--- config.mk ---
export PLATFORM = sky130hd
export DESIGN_NAME = pwm_ramp_ctrl
export DESIGN_NICKNAME = d
export VERILOG_FILES = /design/src/rtl/pwm_ctrl_pkg.sv /design/src/rtl/tick_sync.sv /design/src/rtl/pwm_ramp_ctrl.sv
export SDC_FILE = /design/constraint.sdc
export NUM_CORES = 1
export LEC_CHECK = 0
export ABC_AREA = 1
export BUFFER_PORTS_ARGS = -buffer_cell sky130_fd_sc_hd__buf_2
export CORE_MARGIN = 8
export CORE_UTILIZATION = 38
export DETAILED_ROUTE_END_ITERATION = 8
export GPL_TIMING_DRIVEN = 0
export PLACE_DENSITY = 0.62
export SLEW_MARGIN = 25
export SYNTH_ARGS = -nofsm -noshare
export SYNTH_HDL_FRONTEND = slang
export SYNTH_SLANG_ARGS = --single-unit
--- constraint.sdc ---
create_clock -name CLK_100MHz -period 2.4 [get_ports CLK_100MHz]
set_input_delay 0.12 -clock CLK_100MHz [delete_from_list [all_inputs] [get_ports CLK_100MHz]]
set_output_delay 0.12 -clock CLK_100MHz [all_outputs]
set_load 0.05 [all_outputs]
--- src/rtl/pwm_ctrl_pkg.sv ---
// Shared definitions for the motor PWM control blocks: FSM state encoding,
// default widths/rates and a counter-width helper.
package pwm_ctrl_pkg;

  typedef enum logic [2:0] {
    ST_IDLE  = 3'd0,
    ST_RAMP  = 3'd1,
    ST_HOLD  = 3'd2,
    ST_DECEL = 3'd3,
    ST_DEAD  = 3'd4
  } state_t;

  localparam int DEF_DUTY_W     = 8;
  localparam int DEF_RAMP_DIV   = 16;
  localparam int DEF_DEAD_TICKS = 64;

  // A count of 1 still needs a 1-bit register.
  function automatic int cnt_w(input int n);
    return (n > 1) ? $clog2(n) : 1;
  endfunction

endpackage

--- src/rtl/tick_sync.sv ---
// Brings the divided clock into the system clock domain and emits one
// registered single-cycle TICK per rising edge of it.
module tick_sync (
  input  logic CLK_100MHz,
  input  logic RST_N,
  input  logic CLK_DIV_IN,
  output logic TICK
);

  // sync[1:0] is the two-flop synchronizer, sync[2] the delayed copy for edge detect.
  logic [2:0] sync;

  // NOTE: sequential state uses non-blocking assignments so every flop samples
  // the pre-edge value of its neighbour, exactly like the real shift chain.
  always_ff @(posedge CLK_100MHz or negedge RST_N) begin
    if (!RST_N) begin
      sync <= '0;
      TICK <= 1'b0;
    end else begin
      sync <= {sync[1:0], CLK_DIV_IN};
      TICK <= sync[1] & ~sync[2];
    end
  end

endmodule

--- src/rtl/pwm_ramp_ctrl.sv ---
// Soft-start / direction-change sequencer: slews DUTY toward the request and
// routes every reversal or stop through deceleration and bridge dead time.
module pwm_ramp_ctrl
  import pwm_ctrl_pkg::*;
#(
  parameter int DUTY_W     = DEF_DUTY_W,
  parameter int RAMP_DIV   = DEF_RAMP_DIV,
  parameter int DEAD_TICKS = DEF_DEAD_TICKS
) (
  input  logic              CLK_100MHz,
  input  logic              RST_N,
  input  logic              CLK_DIV_IN,
  input  logic              EN,
  input  logic [DUTY_W-1:0] DUTY_SET,
  input  logic              DIR_SET,
  output logic [DUTY_W-1:0] DUTY,
  output logic              DIR,
  output logic              DRIVE_EN,
  output logic              BUSY,
  output logic [2:0]        STATE
);

  localparam int STEP_W = cnt_w(RAMP_DIV);
  localparam int DEAD_W = cnt_w(DEAD_TICKS);
  localparam logic [STEP_W-1:0] STEP_LAST    = STEP_W'(RAMP_DIV - 1);
  localparam logic [DEAD_W-1:0] DEAD_LAST    = DEAD_W'(DEAD_TICKS - 1);
  localparam logic [STEP_W-1:0] STEP_RESTART = STEP_W'((RAMP_DIV > 1) ? 1 : 0);
  localparam logic [DEAD_W-1:0] DEAD_RESTART = DEAD_W'((DEAD_TICKS > 1) ? 1 : 0);
  localparam logic [DUTY_W-1:0] DUTY_MAX     = '1;

  state_t            state, state_nx;
  logic [STEP_W-1:0] step_cnt;
  logic [DEAD_W-1:0] dead_cnt;
  logic [DUTY_W-1:0] target;
  logic              tick, step, dead_done, dir_mismatch, tick_carry;

  tick_sync u_tick_sync (
    .CLK_100MHz (CLK_100MHz),
    .RST_N      (RST_N),
    .CLK_DIV_IN (CLK_DIV_IN),
    .TICK       (tick)
  );

  assign target       = EN ? DUTY_SET : '0;
  assign dir_mismatch = (DIR_SET != DIR);
  assign step         = tick && (step_cnt == STEP_LAST);
  assign dead_done    = tick && (state == ST_DEAD) && (dead_cnt == DEAD_LAST);
  // The tick that finishes dead time is consumed there; any other tick seen
  // on a state change is credited to the new state's counter.
  assign tick_carry   = tick && !dead_done;

  // NOTE: every variable assigned in always_comb gets a default first, so no
  // path leaves it unassigned and no latch is inferred.
  always_comb begin
    state_nx = state;
    unique case (state)
      ST_IDLE:  if (target != '0) state_nx = ST_RAMP;
      ST_RAMP: begin
        if (dir_mismatch)                       state_nx = ST_DECEL;
        else if (DUTY == target && target != '0) state_nx = ST_HOLD;
        else if (DUTY == '0 && target == '0)     state_nx = ST_DEAD;
      end
      ST_HOLD: begin
        if (dir_mismatch)        state_nx = ST_DECEL;
        else if (target != DUTY) state_nx = ST_RAMP;
      end
      ST_DECEL: begin
        if (DUTY == '0)         state_nx = ST_DEAD;
        else if (!dir_mismatch) state_nx = ST_RAMP;
      end
      ST_DEAD:  if (dead_done) state_nx = (target != '0) ? ST_RAMP : ST_IDLE;
      default:  state_nx = ST_IDLE;
    endcase
  end

  always_ff @(posedge CLK_100MHz or negedge RST_N) begin
    if (!RST_N) begin
      state    <= ST_IDLE;
      step_cnt <= '0;
      dead_cnt <= '0;
      DUTY     <= '0;
      DIR      <= 1'b0;
    end else begin
      state <= state_nx;

      if (state_nx != state) begin
        step_cnt <= tick_carry ? STEP_RESTART : '0;
        dead_cnt <= tick_carry ? DEAD_RESTART : '0;
      end else if (tick) begin
        step_cnt <= step ? '0 : step_cnt + 1'b1;
        if (state == ST_DEAD) dead_cnt <= dead_cnt + 1'b1;
      end

      // DUTY only moves while the state is stable; a transition edge never steps.
      if (state_nx == state && step) begin
        if (state == ST_RAMP) begin
          if (DUTY < target && DUTY != DUTY_MAX)  DUTY <= DUTY + 1'b1;
          else if (DUTY > target && DUTY != '0)   DUTY <= DUTY - 1'b1;
        end else if (state == ST_DECEL && DUTY != '0) begin
          DUTY <= DUTY - 1'b1;
        end
      end

      if (state == ST_IDLE || dead_done) DIR <= DIR_SET;
    end
  end

  assign DRIVE_EN = (state inside {ST_RAMP, ST_HOLD, ST_DECEL}) && (DUTY != '0);
  assign BUSY     = (DUTY != target) || dir_mismatch || (state == ST_DEAD);
  assign STATE    = state;

endmodule

==> metrics, run 1 <==
status finished, final reports clean; # clock sinks 26; Sw Share 43.5%; Max Used Layer met4; f_max 0.448 GHz; input/output buffers 25; CP required 2.57 ns; initial antenna violation count 0; diode count 0; Max Slew Vio Count 0; Post-Synthesis Cells 254; YS warnings 0; WHS Endpoint DIR; CTS clk-pin slew, worst paths 0.10 ns; Peak VDD IR 0.349 mV; via count 1,713; final setup vio count 0; Die W 88.6 um; endpoints failing hold 0; post-synthesis net count 279; drt via density 4.73; Worst setup SP type flop; Initial DRC Count 54; post-route ant nets 0; synthesized area 0.00200 mm2; die height 88.6 um; Pwr Density 739 mW/mm2; most frequent cells in the layout nand2_1 (58), buf_2 (27), dfrtp_1 (21); hold path cells 2; met3 WL 216 um; maximum buffer depth of the clock tree 2; combinational share of power 47.2%; CTS tree yes; Psw 769 uW; crit share post-route 93.0%; Detailed Routing Iterations Pass 1 4; Final Power 1770 uW; largest net degree at the start of global routing 27; Synth top area share 32.5%; Yosys reg bits 26; initial core utilization 39.2%; final instance area 0.00240 mm2; Lkg Pwr 0.00119 uW; total core area 0.00511 mm2; share of cells above drive strength 1 29.8%; Rel. slew slack 59.9%; Root Driver clkbuf_8; Int Pwr 1000 uW; crit path DAT 2.40 ns; fin crit period 2.23 ns; placed cell area 0.00222 mm2; # DRC 0; Worst Hold Launch DIR_SET; Distinct cells, synth 34; MaxCap Viol Count 0; cell taking the most area after synthesis dfrtp_1; Avg Inst Size Synth 7.89 um2; Post-DP HPWL 3.22 mm; commonest non-fill, non-tap cell in the layout nand2_1; synthesis-to-layout area growth 19.5%; Total Routing Usage GR 11.6%; Clock Latency Late Sink 0.28 ns; Worst R2R Start DUTY[0]; GPL Wtd Cong 0.786; critical path class reg -> reg; total length of routed met2 wires 2.03 mm; r2r endpoint DUTY[2]; Crit. End Element flop; H-Tree Depth 1; Area contributors post-synth dfrtp_1 (32%), nand2_1 (11%), ha_1 (7.5%); Seq pwr share 31.5%; GRT overflow 0; CTS buffer count 3; worst hold path class in -> reg; critical path peak fanout 10; die area 0.00785 mm2; first-pass GRT wire length 7.35 mm; Fillers 519; clock skew 0.00542 ns; Routed WL 4.31 mm; Worst Tran Pin Value 0.602 ns; Rows 26; routed len/inst 11.9 um; flop-to-flop setup slack 0.17 ns; nets 318; IO Pins 27; clock share of power 21.3%; sequential area share after synthesis 32.5%; vias in the first global route 1,681; Reg2Reg Depth 15; RSZ-0062 raised after global routing false; M1 wire length 2.00 mm
==> area by class of cell <==
class                           count  area [um2]  share of cell area (%)
Tap cell                           70        87.6                    3.66
Clock buffer                        3        41.3                    1.72
Inverter                           26        97.6                    4.07
Timing Repair Buffer               34         210                    8.77
Clock inverter                      1        30.0                    1.25
Buffer                              5        52.6                    2.19
Sequential cell                    26         657                    27.4
Multi-Input combinational cell    197        1220                    50.9
==> cells in the mapped netlist (all sizes together) <==
| cell | count |
|---|---|
| nand4 | 4 |
| and2 | 2 |
| o21ai | 15 |
| mux2i | 4 |
| nor3 | 8 |
| a21boi | 1 |
| xnor2 | 6 |
| o21a | 2 |
| mux2 | 2 |
| dfrtp | 26 |
| inv | 26 |
| nand3 | 21 |
| a21oi | 12 |
| xor2 | 13 |
| buf | 5 |
| nand3b | 1 |
| nor3b | 1 |
| nand2 | 67 |
| nor2 | 25 |
| ha | 12 |
| or2 | 1 |
==> flip-flops by register name, indices dropped and copies added (netlist names) <==
signal	flops
step_cnt	4
DIR	1
STATE	3
dead_cnt	6
u_tick_sync.sync	3
DUTY	8
u_tick_sync.TICK	1
==> worst max path at each step <==
stage	to	cells past startpoint	from	slack, ns
floorplan	DUTY[3]	14	DUTY[5]	0.0003
global placement	DUTY[4]	14	DUTY[5]	-0.009
detailed placement	DUTY[0]	14	DUTY[5]	-0.01
CTS	DUTY[0]	14	DUTY[5]	0.007
global route	DUTY[5]	15	DUTY[0]	0.005
finish	DUTY[2]	15	DUTY[0]	0.17
==> power by group through the flow <==
stage / Combinational, uW / Clock [uW] / Sequential (uW)
6_report: 836 / 376 / 558
5_1_grt: 929 / 402 / 570
4_1_cts: 846 / 385 / 558
3_5_place_dp: 843 / 0 / 565
3_3_place_gp: 836 / 0 / 565
2_1_floorplan: 582 / 0 / 655
==> per-stage QoR <==
| stage | utilization, % | hold slack, ns | instances | TNS [ns] | setup slack, ns |
|---|---|---|---|---|---|
| 2_1_floorplan | - | -0.176 | 254 | 0 | 0.000297 |
| 3_3_place_gp | 43.4 | 0.166 | 349 | -0.0233 | -0.00949 |
| 3_5_place_dp | 43.4 | 0.178 | 349 | -0.0509 | -0.0139 |
| 4_1_cts | 45.3 | 0.0900 | 355 | 0 | 0.00719 |
| 5_1_grt | 46.9 | 0.0932 | 362 | 0 | 0.00474 |
| 6_report | 46.9 | 0.0960 | 362 | 0 | 0.168 |
==> repair_timing <==
item                       4_1_cts  5_1_grt
setup buffers                    0        7
hold endpoints to repair        27        0
setup endpoints to repair        5       17
resized for setup                1        9
pin swaps                        0        1
hold buffers                     2        0
==> kinds of logic after synthesis <==
logic type / Yosys count / share of synthesized area (%)
xor gates and xnor gates: 19 / 8.30
muxes: 6 / 3.12
and+or+nand+nor: 130 / 32.4
adders and majority gates: 12 / 7.49
buffers and inverters: 31 / 7.05
DFF: 26 / 32.5
AOI/OAI and AO/OA: 30 / 9.18
==> per-layer routing <==
metal  up-vias  global-route usage, %
met3         4                   1.86
met2        21                   19.4
met5         -                      0
met4         0                   4.30
met1       788                   14.5
li1        900                      -
==> worst max-delay path: stages, from the launching register on <==
cell and delay, ns:
dfrtp_2 0.43, inv_2 0.09, ha_1 0.28, nand2_1 0.05, nor2_1 0.14, and2_4 0.19, nand2_1 0.05, nand2_1 0.07
nand2_1 0.06, nor2_2 0.13, nand3_1 0.13, nand2_4 0.12, nand3_4 0.10, buf_12 0.17, nand2_2 0.06, o21ai_2 0.05
No activity file was read; power rests on OpenSTA's default activity.
==> run 2: changes to the inputs <==
==> constraint.sdc (replaced) <==
create_clock -name CLK_100MHz -period 2.3 [get_ports CLK_100MHz]
set_input_delay 0.115 -clock CLK_100MHz [delete_from_list [all_inputs] [get_ports CLK_100MHz]]
set_output_delay 0.115 -clock CLK_100MHz [all_outputs]
set_load 0.05 [all_outputs]
==> metrics, run 2 (same netlist as run 1, synthesis figures left out) <==
CP most frequent cell nand2_2; CTS tree yes; synthesis-to-layout area growth 25.9%; die area 0.00785 mm2; GRT overflow 0; Root Driver clkbuf_8; CTS clk-pin slew, worst paths 0.10 ns; H-Tree Depth 1; fin crit period 2.16 ns; critical path class reg -> reg; Lkg Pwr 0.00123 uW; most frequent cells in the layout nand2_1 (54), buf_2 (27), dfrtp_1 (20), inv_1 (20), nand3_1 (17); share of cells above drive strength 1 36.0%; Rel. slew slack 59.1%; endpoints failing hold 0; input/output buffers 25; Post-Route Utilization 49.4%; Clock Latency Late Sink 0.27 ns; initial core utilization 39.2%; crit path DAT 2.32 ns; Worst Tran Pin Value 0.613 ns; CP Buf/Inv Count 1; drt via density 4.83; vias in the first global route 1,673; Initial DRC Count 95; Max Slew Vio Count 0; largest net degree at the start of global routing 27; cell family with most CP delay simple AND/OR/NAND/NOR gates; total core area 0.00511 mm2; Die W 88.6 um; diode count 0; final setup vio count 0; die height 88.6 um; setup TNS 0 ns; crit share post-route 93.9%; Final Power 1820 uW; CTS buffer count 3; Peak VDD IR 0.303 mV; max reg flops 8; critical path peak fanout 8; maximum buffer depth of the clock tree 2; Post-DP HPWL 3.19 mm; GPL Wtd Cong 0.839; pre-CTS setup slack -0.0934 ns; # DRC 0; post-route ant nets 0; via count 1,786; initial antenna violation count 0; CP required 2.46 ns; routed len/inst 12.2 um; Routed WL 4.50 mm; Rows 26; Worst setup SP type flop; Fillers 512; Crit-path slowest cell dfrtp_2; # clock sinks 26; first-pass GRT wire length 7.47 mm; peak per-stage delay on the critical path 0.44 ns; Total Routing Usage GR 11.7%; CP cell instances ha_4, nand2_2, nor2_2, and2_4, nand2_1, nand2_1, nand2_2, nor2_4, nand3_2, nand2_4, nand3_4, buf_8, nand2_2, o21ai_2; Detailed Routing Iterations Pass 1 4; final cell count without fillers 370; commonest non-fill, non-tap cell in the layout nand2_1; Pwr Density 720 mW/mm2; clock skew 0.00534 ns; nets 326; worst hold path class in -> reg; MaxCap Viol Count 0; status finished, final reports clean; setup ws final 0.140 ns; IO Pins 27; f_max 0.463 GHz; Biggest register DUTY; Placed Cells incl. Taps 349; Crit. End Element flop; Top Registers DUTY: 8 flops, dead_cnt: 6 flops, step_cnt: 4 flops
==> run 2: changes by cell type in the layout (fill, tap and decap cells not counted), moves of 4 or more <==
cell     previous run  this run
nand2_2             8        12
buf_4               6        14
ha_1               11         7
ha_4                0         4
nand2_1            58        54
==> run 2: path summary, 6_finish.rpt <==
check,from,to,slack [ns],cells past startpoint
worst max-delay path,DUTY[7],DUTY[4],0.14,14
worst min-delay path,DIR_SET,DIR,0.1,2
worst max register to register,DUTY[7],DUTY[4],0.14,14
worst min register to register,u_tick_sync.sync[0],u_tick_sync.sync[1],0.36,0
max in group asynchronous,RST_N,DUTY[0],1.48,2
min in group asynchronous,RST_N,STATE[1],0.38,2
==> run 2: report_power, final <==
part / internal [uW] / switching [uW] / leakage (uW)
Combinational: 336 / 590 / 0.000868
Sequential: 510 / 76.2 / 0.000336
Clock: 153 / 151 / 0.0000288
==> run 2: what timing repair did <==
item | CTS | global route
buffers inserted | 2 | 12
hold buffers | 2 | 0
cloned | 0 | 1
endpoints found under the setup margin | 9 | 18
endpoints found under the hold margin | 27 | 0
resized for setup | 2 | 14
pin swaps | 0 | 7
==> run 2: layout make-up <==
| cell class | count | area [um2] | share of cell area, % |
|---|---|---|---|
| multi-input cells | 197 | 1300 | 51.6 |
| flip-flops and latches | 26 | 658 | 26.1 |
| repair buffers | 42 | 275 | 10.9 |
| inverters | 26 | 97.6 | 3.87 |
| well taps | 70 | 87.6 | 3.47 |
| clock buffers | 4 | 55.1 | 2.18 |
| plain buffers | 5 | 47.5 | 1.88 |
==> run 2: metrics by stage <==
stage	instance area [um2]	hold WS (ns)
finish	2520	0.0989
global route	2520	0.104
CTS	2320	0.0949
detailed placement	2230	0.172
global placement	2230	0.158
floorplan	2020	-0.181
==> run 2: per-layer routing <==
| metal | track usage (%) | wire length, um | vias to the layer above |
|---|---|---|---|
| met5 | 0 | 0 | - |
| met2 | 19.7 | 2150 | 36 |
| li1 | - | - | 919 |
| met1 | 15.0 | 2020 | 829 |
| met3 | 1.58 | 289 | 2 |
| met4 | 3.69 | 40 | 0 |
